<file path="config.mk">
export PLATFORM = sky130hd
export DESIGN_NAME = aes_req_scheduler
export DESIGN_NICKNAME = d
export VERILOG_FILES = /design/src/rtl/aes_req_scheduler.sv
export SDC_FILE = /design/constraint.sdc
export NUM_CORES = 1
export LEC_CHECK = 0
export BUFFER_PORTS_ARGS = -buffer_cell sky130_fd_sc_hd__buf_2
export CELL_PAD_IN_SITES_DETAIL_PLACEMENT = 0
export CELL_PAD_IN_SITES_GLOBAL_PLACEMENT = 1
export CORE_AREA = 8 8 598 600
export DETAILED_ROUTE_END_ITERATION = 12
export DIE_AREA = 0 0 606 608
export PLACE_DENSITY_LB_ADDON = 0.05
export SYNTH_ARGS = -nofsm -noshare
export SYNTH_HDL_FRONTEND = slang
export SYNTH_SLANG_ARGS = --single-unit
</file>
<file path="constraint.sdc">
create_clock -name clk -period 2.3 [get_ports clk]
set_input_delay 0.115 -clock clk [delete_from_list [all_inputs] [get_ports clk]]
set_output_delay 0.115 -clock clk [all_outputs]
set_load 0.01 [all_outputs]
</file>
<file path="src/rtl/aes_req_scheduler.sv">
// aes_req_scheduler: round-robin front end that time-shares one single-shot
// AES core among NUM_REQ requesters. Each granted job restarts the core, then
// waits for done or a watchdog timeout. The result goes back tagged with the
// requester id.
module aes_req_scheduler #(
  parameter int unsigned NUM_REQ = 4,
  parameter int unsigned ID_W    = 2,
  parameter int unsigned TIMEOUT = 255
) (
  input  logic                     clk,
  input  logic                     rst_n,
  input  logic [NUM_REQ-1:0]       req_valid,
  output logic [NUM_REQ-1:0]       req_ready,
  input  logic [128*NUM_REQ-1:0]   req_din,
  input  logic [128*NUM_REQ-1:0]   req_key,
  output logic                     rsp_valid,
  input  logic                     rsp_ready,
  output logic [ID_W-1:0]          rsp_id,
  output logic [127:0]             rsp_dout,
  output logic                     rsp_err,
  output logic                     core_rst,
  output logic [127:0]             core_din,
  output logic [127:0]             core_keyin,
  input  logic [127:0]             core_dout,
  input  logic                     core_done
);

  localparam logic [1:0] S_IDLE = 2'd0;
  localparam logic [1:0] S_LOAD = 2'd1;
  localparam logic [1:0] S_RUN  = 2'd2;
  localparam logic [1:0] S_RESP = 2'd3;

  logic [1:0]         r_state;
  logic [ID_W-1:0]    r_ptr;
  logic [ID_W-1:0]    r_id;
  logic [15:0]        r_wdog;
  logic [127:0]       r_core_din;
  logic [127:0]       r_core_key;
  logic [127:0]       r_rsp_dout;
  logic               r_rsp_err;

  logic               w_any;
  logic [ID_W-1:0]    w_gnt;
  logic [ID_W-1:0]    w_idx;
  int unsigned        w_sum;
  logic [NUM_REQ-1:0] w_ready;
  logic [15:0]        w_wdog_inc;
  logic               w_grant;

  // Round-robin search: first valid requester at or after the pointer, wrapping.
  always_comb begin
    w_any = 1'b0;
    w_gnt = '0;
    w_idx = '0;
    w_sum = 0;
    for (int unsigned k = 0; k < NUM_REQ; k++) begin
      w_sum = int'(r_ptr) + k;
      if (w_sum >= NUM_REQ) w_sum = w_sum - NUM_REQ;
      w_idx = ID_W'(w_sum);
      if (!w_any && req_valid[w_idx]) begin
        w_any = 1'b1;
        w_gnt = w_idx;
      end
    end
  end

  // The grant pulse is combinational, so it appears in the same IDLE cycle
  // that latches the data. It is gated by rst_n so it stays low during reset.
  assign w_grant = rst_n && (r_state == S_IDLE) && w_any;

  // One-hot accept strobe towards the granted requester.
  always_comb begin
    w_ready = '0;
    if (w_grant) w_ready[w_gnt] = 1'b1;
  end

  // The watchdog counts the current RUN cycle as well. An abort therefore
  // leaves RUN after exactly TIMEOUT cycles, and the count never passes TIMEOUT.
  assign w_wdog_inc = r_wdog + 16'd1;

  // Main controller: grant, load, run with watchdog, respond.
  always_ff @(posedge clk or negedge rst_n) begin
    if (!rst_n) begin
      r_state    <= S_IDLE;
      r_ptr      <= '0;
      r_id       <= '0;
      r_wdog     <= '0;
      r_core_din <= '0;
      r_core_key <= '0;
      r_rsp_dout <= '0;
      r_rsp_err  <= 1'b0;
    end else begin
      case (r_state)
        S_IDLE: begin
          r_wdog <= '0;
          if (w_any) begin
            r_core_din <= req_din[128*w_gnt +: 128];
            r_core_key <= req_key[128*w_gnt +: 128];
            r_id       <= w_gnt;
            r_state    <= S_LOAD;
          end
        end
        S_LOAD: r_state <= S_RUN;
        S_RUN: begin
          r_wdog <= w_wdog_inc;
          if (core_done) begin
            r_rsp_dout <= core_dout;
            r_rsp_err  <= 1'b0;
            r_state    <= S_RESP;
          end else if (w_wdog_inc == 16'(TIMEOUT)) begin
            r_rsp_dout <= '0;
            r_rsp_err  <= 1'b1;
            r_state    <= S_RESP;
          end
        end
        S_RESP: begin
          if (rsp_ready) begin
            r_ptr   <= (r_id == ID_W'(NUM_REQ - 1)) ? '0 : r_id + 1'b1;
            r_wdog  <= '0;
            r_state <= S_IDLE;
          end
        end
        default: r_state <= S_IDLE;
      endcase
    end
  end

  assign req_ready  = w_ready;
  assign rsp_valid  = (r_state == S_RESP);
  assign rsp_id     = r_id;
  assign rsp_dout   = r_rsp_dout;
  assign rsp_err    = r_rsp_err;
  assign core_rst   = (r_state != S_RUN);
  assign core_din   = r_core_din;
  assign core_keyin = r_core_key;

endmodule
</file>
==> results of run 1 <==
cells by family after synthesis:
family,synth area share
adders and majority gates,0.00433
and+or+nand+nor,0.258
AOI/OAI and AO/OA,0.238
buffers and inverters,0.0533
DFF,0.441
muxes,0.00330
xor gates and xnor gates,0.00227
report_power, final:
| group | internal (mW) | switching, mW | leakage [nW] |
|---|---|---|---|
| sequential | 10.6 | 2.11 | 5.05 |
| clock | 6.93 | 4.83 | 1.19 |
| combinational | 22.7 | 24.6 | 23.8 |
cells in the mapped netlist (2+ instances only):
master,instances
and2_1,3
buf_6,14
o31ai_1,2
dfrtp_1,407
buf_4,3
nand2_1,1052
nand3_1,7
nor3_1,15
nand3b_1,2
o21ai_0,18
and3_1,256
a311oi_1,256
xor2_1,5
a21o_1,257
a22o_1,129
inv_1,5
nor4_2,2
buf_2,87
or3_1,4
a21oi_1,11
nand4_1,5
mux2i_1,5
ha_1,8
and4_4,2
clkbuf_1,157
nand2b_1,7
nor2_1,8
registers in the layout (all words and copies together), names as in the netlist:
signal,cells
core_din,128
core_keyin,128
r_ptr,2
r_state,2
r_wdog,16
rsp_dout,128
rsp_err,1
rsp_id,2
per-stage QoR:
| stage | area, um2 | power (mW) |
|---|---|---|
| floorplan | 23100 | 25.5 |
| global placement | 39200 | 44.8 |
| detailed placement | 39200 | 44.5 |
| CTS | 61500 | 71.0 |
| global route | 64800 | 76.5 |
| finish | 64800 | 71.7 |
how the worst min path moves through the flow:
stage | from | endpoint | slack [ns] | cells after the start
final | req_key[475] | core_keyin[91] | 0.08 | 6
after global placement | rst_n | core_din[73] | 0.03 | 1
after CTS | req_key[378] | core_keyin[122] | 0.0005 | 6
after detailed placement | rst_n | core_din[73] | 0.03 | 1
after global routing | core_dout[97] | rsp_dout[97] | 0.03 | 3
after floorplan | rst_n | core_din[0] | -0.18 | 0
cell usage in the layout (no fill, tap or decap), types with 6 or more instances in the layout:
master	n
buf_2	1550
dlygate4sd3_1	1199
nand2_1	642
dfrtp_1	405
a21o_1	257
nand2_2	251
buf_4	239
and3_4	234
a311oi_2	165
nand2_4	154
buf_12	135
a22o_1	129
buf_6	114
clkbuf_16	94
a311oi_4	82
buf_16	70
diode_2	62
buf_8	60
and3_1	22
clkbuf_1	22
o21ai_0	17
clkinv_2	14
clkbuf_8	11
a311oi_1	9
nor3_1	9
a21oi_1	9
nor2_1	7
nand3_1	7
nand2_8	6
ha_1	6
worst max-delay path: stages, from the launching register on:
cell and delay, ns:
dfrtp_2 0.43, mux2i_1 0.13, and2_4 0.15, or3_4 0.36, buf_12 0.15, buf_16 0.13
nor3_2 0.16, buf_2 0.15
cell type report:
| type | count | area (um2) | area share |
|---|---|---|---|
| diodes | 62 | 155 | 0.00239 |
| flip-flops and latches | 407 | 10200 | 0.157 |
| inverters | 5 | 18.8 | 0.000290 |
| repair buffers | 3386 | 28900 | 0.446 |
| multi-input cells | 2071 | 17400 | 0.268 |
| clock buffers | 113 | 2240 | 0.0345 |
| clock inverters | 21 | 180 | 0.00278 |
| well taps | 4599 | 5750 | 0.0888 |
repair_timing:
action                                   CTS  global route
resized for setup                       1018           634
hold buffers                            1182            17
pin swaps                                374           335
gates cloned                              74            14
endpoints found under the setup margin   380           390
buffers inserted                         185           132
endpoints found under the hold margin    802            13
layer usage:
layer | vias to the layer above | part of all wire | track usage
li1 | 16400 | - | -
met1 | 17300 | 0.38 | 0.155
met2 | 981 | 0.55 | 0.276
met3 | 308 | 0.048 | 0.0285
met4 | 18 | 0.023 | 0.0261
met5 | - | 0.00042 | 0
==> flow_metrics.tcl, run 1 <==
set metrics [dict create \
    drc_errors 0 \
    dieArea_um2 368000 \
    status "finished, violations left" \
    ir_drop_v 0.000537 \
    cellLeakagePower_nw 30.1 \
    timing.rr.end "core_din[115]" \
    yosysWarnings 0 \
    grt_pass1_wl_um 358000 \
    die_h_um 608 \
    final_nets 7119 \
    wire_per_inst_um 25.4 \
    grt_setup_unrepaired "true" \
    die_w_um 606 \
    synth_top_cell_by_area "dfrtp_1" \
    holdWs_ns 0.0815 \
    startpoint "r_ptr[1]" \
    hold_path_class "primary input to flop" \
    clockBufferDepth 4 \
    cts_root_buf "clkbuf_16" \
    setup_tns_ns -46.89 \
    numCtsBuffers 80 \
    first_pass_iters 5 \
    powerDensity_nw_per_um2 1110 \
    endpoint "req_ready[3]" \
    fmax_mhz 391 \
    setup.worst_path.end_class "primary output" \
    synth_top_area_frac 0.441 \
    rrSetupSlack_ns -0.26 \
    ff2ff_path_depth 15 \
    drt-initial-drc-count 1057 \
    worstSetupPathType "flop to primary output" \
    clock_sinks 407 \
    fin_ws_ns -0.260 \
    setup_violations 375 \
    r2r_start "r_ptr[1]" \
    start_kind "flop" \
    drv_slew 0 \
    finalCritPeriodShare 1.11 \
    synth_edf_count 0 \
    violations "negative setup slack" \
    num_io_pins 1553 \
    grt_antenna_before_repair 125 \
    core_um2 348000 \
    synthArstFlopShare 1.00 \
    grt_overflow 0 \
    yosys.cell_types.count 46 \
    arrival_ns 2.45 \
    track_usage 0.141 \
    final_util 0.186 \
    syn_inst 2746 \
    h-tree-depth 3 \
    dp.cells 9000 \
    ys_seq_elements 407 \
    tritoncts "yes" \
    clk_pin_slew_ns 0.05 \
    wl_um 271000 \
    drive_gt1_frac 0.537 \
    synth.yosys.seq_area_share 0.441 \
    io_buffers 1552 \
    skew_ns 0.104 \
    syn-cell-area_um2 23100 \
    start_util 0.0664 \
    syn_to_final_growth_pct 180 \
    via_count 35000 \
    rows 217 \
    grt_max_degree 104 \
    viasPerCell 3.28 \
    dpl.hpwl_um 207000 \
    synthTopCellsByArea "dfrtp_1, nand2_1, a311oi_1, a21o_1, and3_1" \
    syn_nets 3914 \
    maxSlewHeadroom 0.305 \
    final_cells 10700 \
    synth.avg_cell_area_um2 8.42 \
    dp_slack_ns -0.909 \
    worstPathRequired_ns 2.18 \
    ant_nets 0 \
    worstMarginPinSlew_ns 1.04 \
    period_needed_ns 2.56 \
    path_max_fanout 5 \
    fillers 39200 \
    hold_viol_final 0 \
    grt_pass1_vias 39300 \
    ys.flop_type "dfrtp_1" \
    place.gp.congestion 0.749 \
    timing.max_cap.violations 0 \
    insertion_delay_ns 0.81 \
]
Note: power is estimated with default switching activity, not from simulation.
==> run 2: changes to the inputs <==
clock period = 3.11 ns   (was 2.3 ns; I/O delays follow)
==> run 2 against run 1 <==
The run now ends clean. Register-to-register slack better by 0.38 ns. Core utilization is 4.8 points lower. Final cell count down 8.1%. Critical endpoint is now rsp_dout[73].
==> flow_metrics.tcl, run 2 (synthesized netlist as in run 1, its figures left out) <==
set metrics [dict create \
    clock_sinks 407 \
    place.gp.congestion 0.746 \
    io_buffers 1552 \
    path_max_fanout 26 \
    setup.worst_path.end_class "flop" \
    dieArea_um2 368000 \
    drt-initial-drc-count 1384 \
    ant_nets 0 \
    grt_overflow 0 \
    num_io_pins 1553 \
    fin_area_um2 48000 \
    setup_violations 0 \
    finalCritPeriodShare 0.961 \
    skew_ns 0.0869 \
    dpl.hpwl_um 201000 \
    setup_tns_ns 0 \
    hold_start "req_key[240]" \
    min_path_cells 5 \
    grt_pass1_wl_um 324000 \
    rows 217 \
    drc_errors 0 \
    grt_pass1_vias 34800 \
    insertion_delay_ns 0.79 \
    fmax_mhz 334 \
    final_nets 6246 \
    final_cell_mix "buf_2, nand2_1, dlygate4sd3_1, dfrtp_1, a21o_1" \
    die_h_um 608 \
    clockBufferDepth 4 \
    cellLeakagePower_nw 24.2 \
    critPathSlowestCell "dlygate4sd3_1" \
    hold_path_class "primary input to flop" \
    worstSetupPathType "flop to flop" \
    core_um2 348000 \
    r2r_start "r_wdog[1]" \
    ff2ff_path_depth 10 \
    clk_pin_slew_ns 0.05 \
    wire_per_inst_um 25.2 \
    ir_drop_v 0.000344 \
    post_dp_cell_area_um2 37500 \
    rrSetupSlack_ns 0.12 \
    die_w_um 606 \
    final_common_cell "buf_2" \
    h-tree-depth 3 \
    arrival_ns 3.65 \
    hold_end "core_keyin[112]" \
    crit_chain "ha_4 -> and4_4 -> nand2_2 -> or3_1 -> a31oi_1 -> and4_4 -> o21ai_4 -> buf_12 -> a22o_1 -> dlygate4sd3_1" \
    first_pass_iters 5 \
    wl_um 247000 \
    powerDensity_nw_per_um2 850 \
    numCtsBuffers 79 \
    worstPathRequired_ns 3.77 \
    worstMarginPinSlew_ns 0.897 \
    timing.rr.end "rsp_dout[73]" \
    crit_path_max_incr_delay_ns 0.56 \
    cpMostUsedCell "and4_4" \
    drive_gt1_frac 0.366 \
    timing.max_cap.violations 0 \
    track_usage 0.128 \
    grt_antenna_before_repair 255 \
    start_util 0.0664 \
    drv_slew 0 \
    hold_viol_final 0 \
    period_needed_ns 2.99 \
    syn_to_final_growth_pct 108 \
    maxSlewHeadroom 0.398 \
    start_kind "flop" \
    tritoncts "yes" \
    status "finished clean" \
    viasPerCell 3.21 \
    via_count 31500 \
    cts_root_buf "clkbuf_16" \
    grt_max_degree 101 \
]
run 2: routing by layer:
metal	share of wire	track usage	wire length (um)
met5	0.0024	0	584
met4	0.041	0.0501	10200
met3	0.065	0.0361	16100
met2	0.53	0.245	132000
met1	0.36	0.130	88700
run 2: worst max-delay path, delay by kind of cell (launching register included):
kind                     cells  cell delay (ns)
adder cells (fa/ha/maj)      1             0.19
AO/OA/AOI/OAI                3             0.47
buffers and inverters        2             0.74
flip-flops                   1             0.45
AND/OR/NAND/NOR              4             0.95
run 2: per-stage QoR:
stage          setup slack, ns  hold WS, ns  std cells   util  power (mW)
2_1_floorplan            0.870       -0.140       2746      -        18.9
3_3_place_gp            -0.123        0.131       8820  0.108        31.4
3_5_place_dp            -0.134        0.134       8820  0.108        31.1
4_1_cts                 0.0183     0.000301       9725  0.137        42.7
5_1_grt               -0.00533       0.0297       9775  0.138        44.2
6_report                 0.120       0.0666       9800  0.138        40.9
run 2: worst max-delay path by stage:
stage	from	to	cells after the start
floorplan	r_wdog[0]	rsp_dout[100]	10
global placement	r_ptr[1]	core_keyin[106]	10
detailed placement	r_ptr[1]	core_keyin[107]	10
CTS	r_ptr[1]	core_keyin[63]	11
global route	r_wdog[1]	rsp_dout[107]	10
finish	r_wdog[1]	rsp_dout[73]	10
run 2: layout make-up:
type	instances	area (um2)
repair buffers	2514	17600
fillers	40300	300000
inverters	5	18.8
well taps	4599	5750
multi-input cells	2071	11800
flip-flops and latches	407	10200
clock buffers	120	2290
diodes	73	183
clock inverters	11	156
run 2: power by group:
| part | internal (mW) | total, mW | switching, mW | leakage [nW] |
|---|---|---|---|---|
| combinational | 9.49 | 22.8 | 13.3 | 18.0 |
| clock | 5.27 | 8.76 | 3.48 | 1.20 |
| sequential | 7.84 | 9.35 | 1.51 | 5.05 |
| total | 22.6 | 40.9 | 18.3 | 24.2 |
run 2: repair_timing:
item / in CTS / in global routing
pin swaps: 0 / 2
hold endpoints to repair: 594 / 0
buffers inserted: 0 / 1
setup endpoints to repair: 3 / 89
hold buffers: 774 / 0
gates cloned: 0 / 1
gates resized for setup: 3 / 19
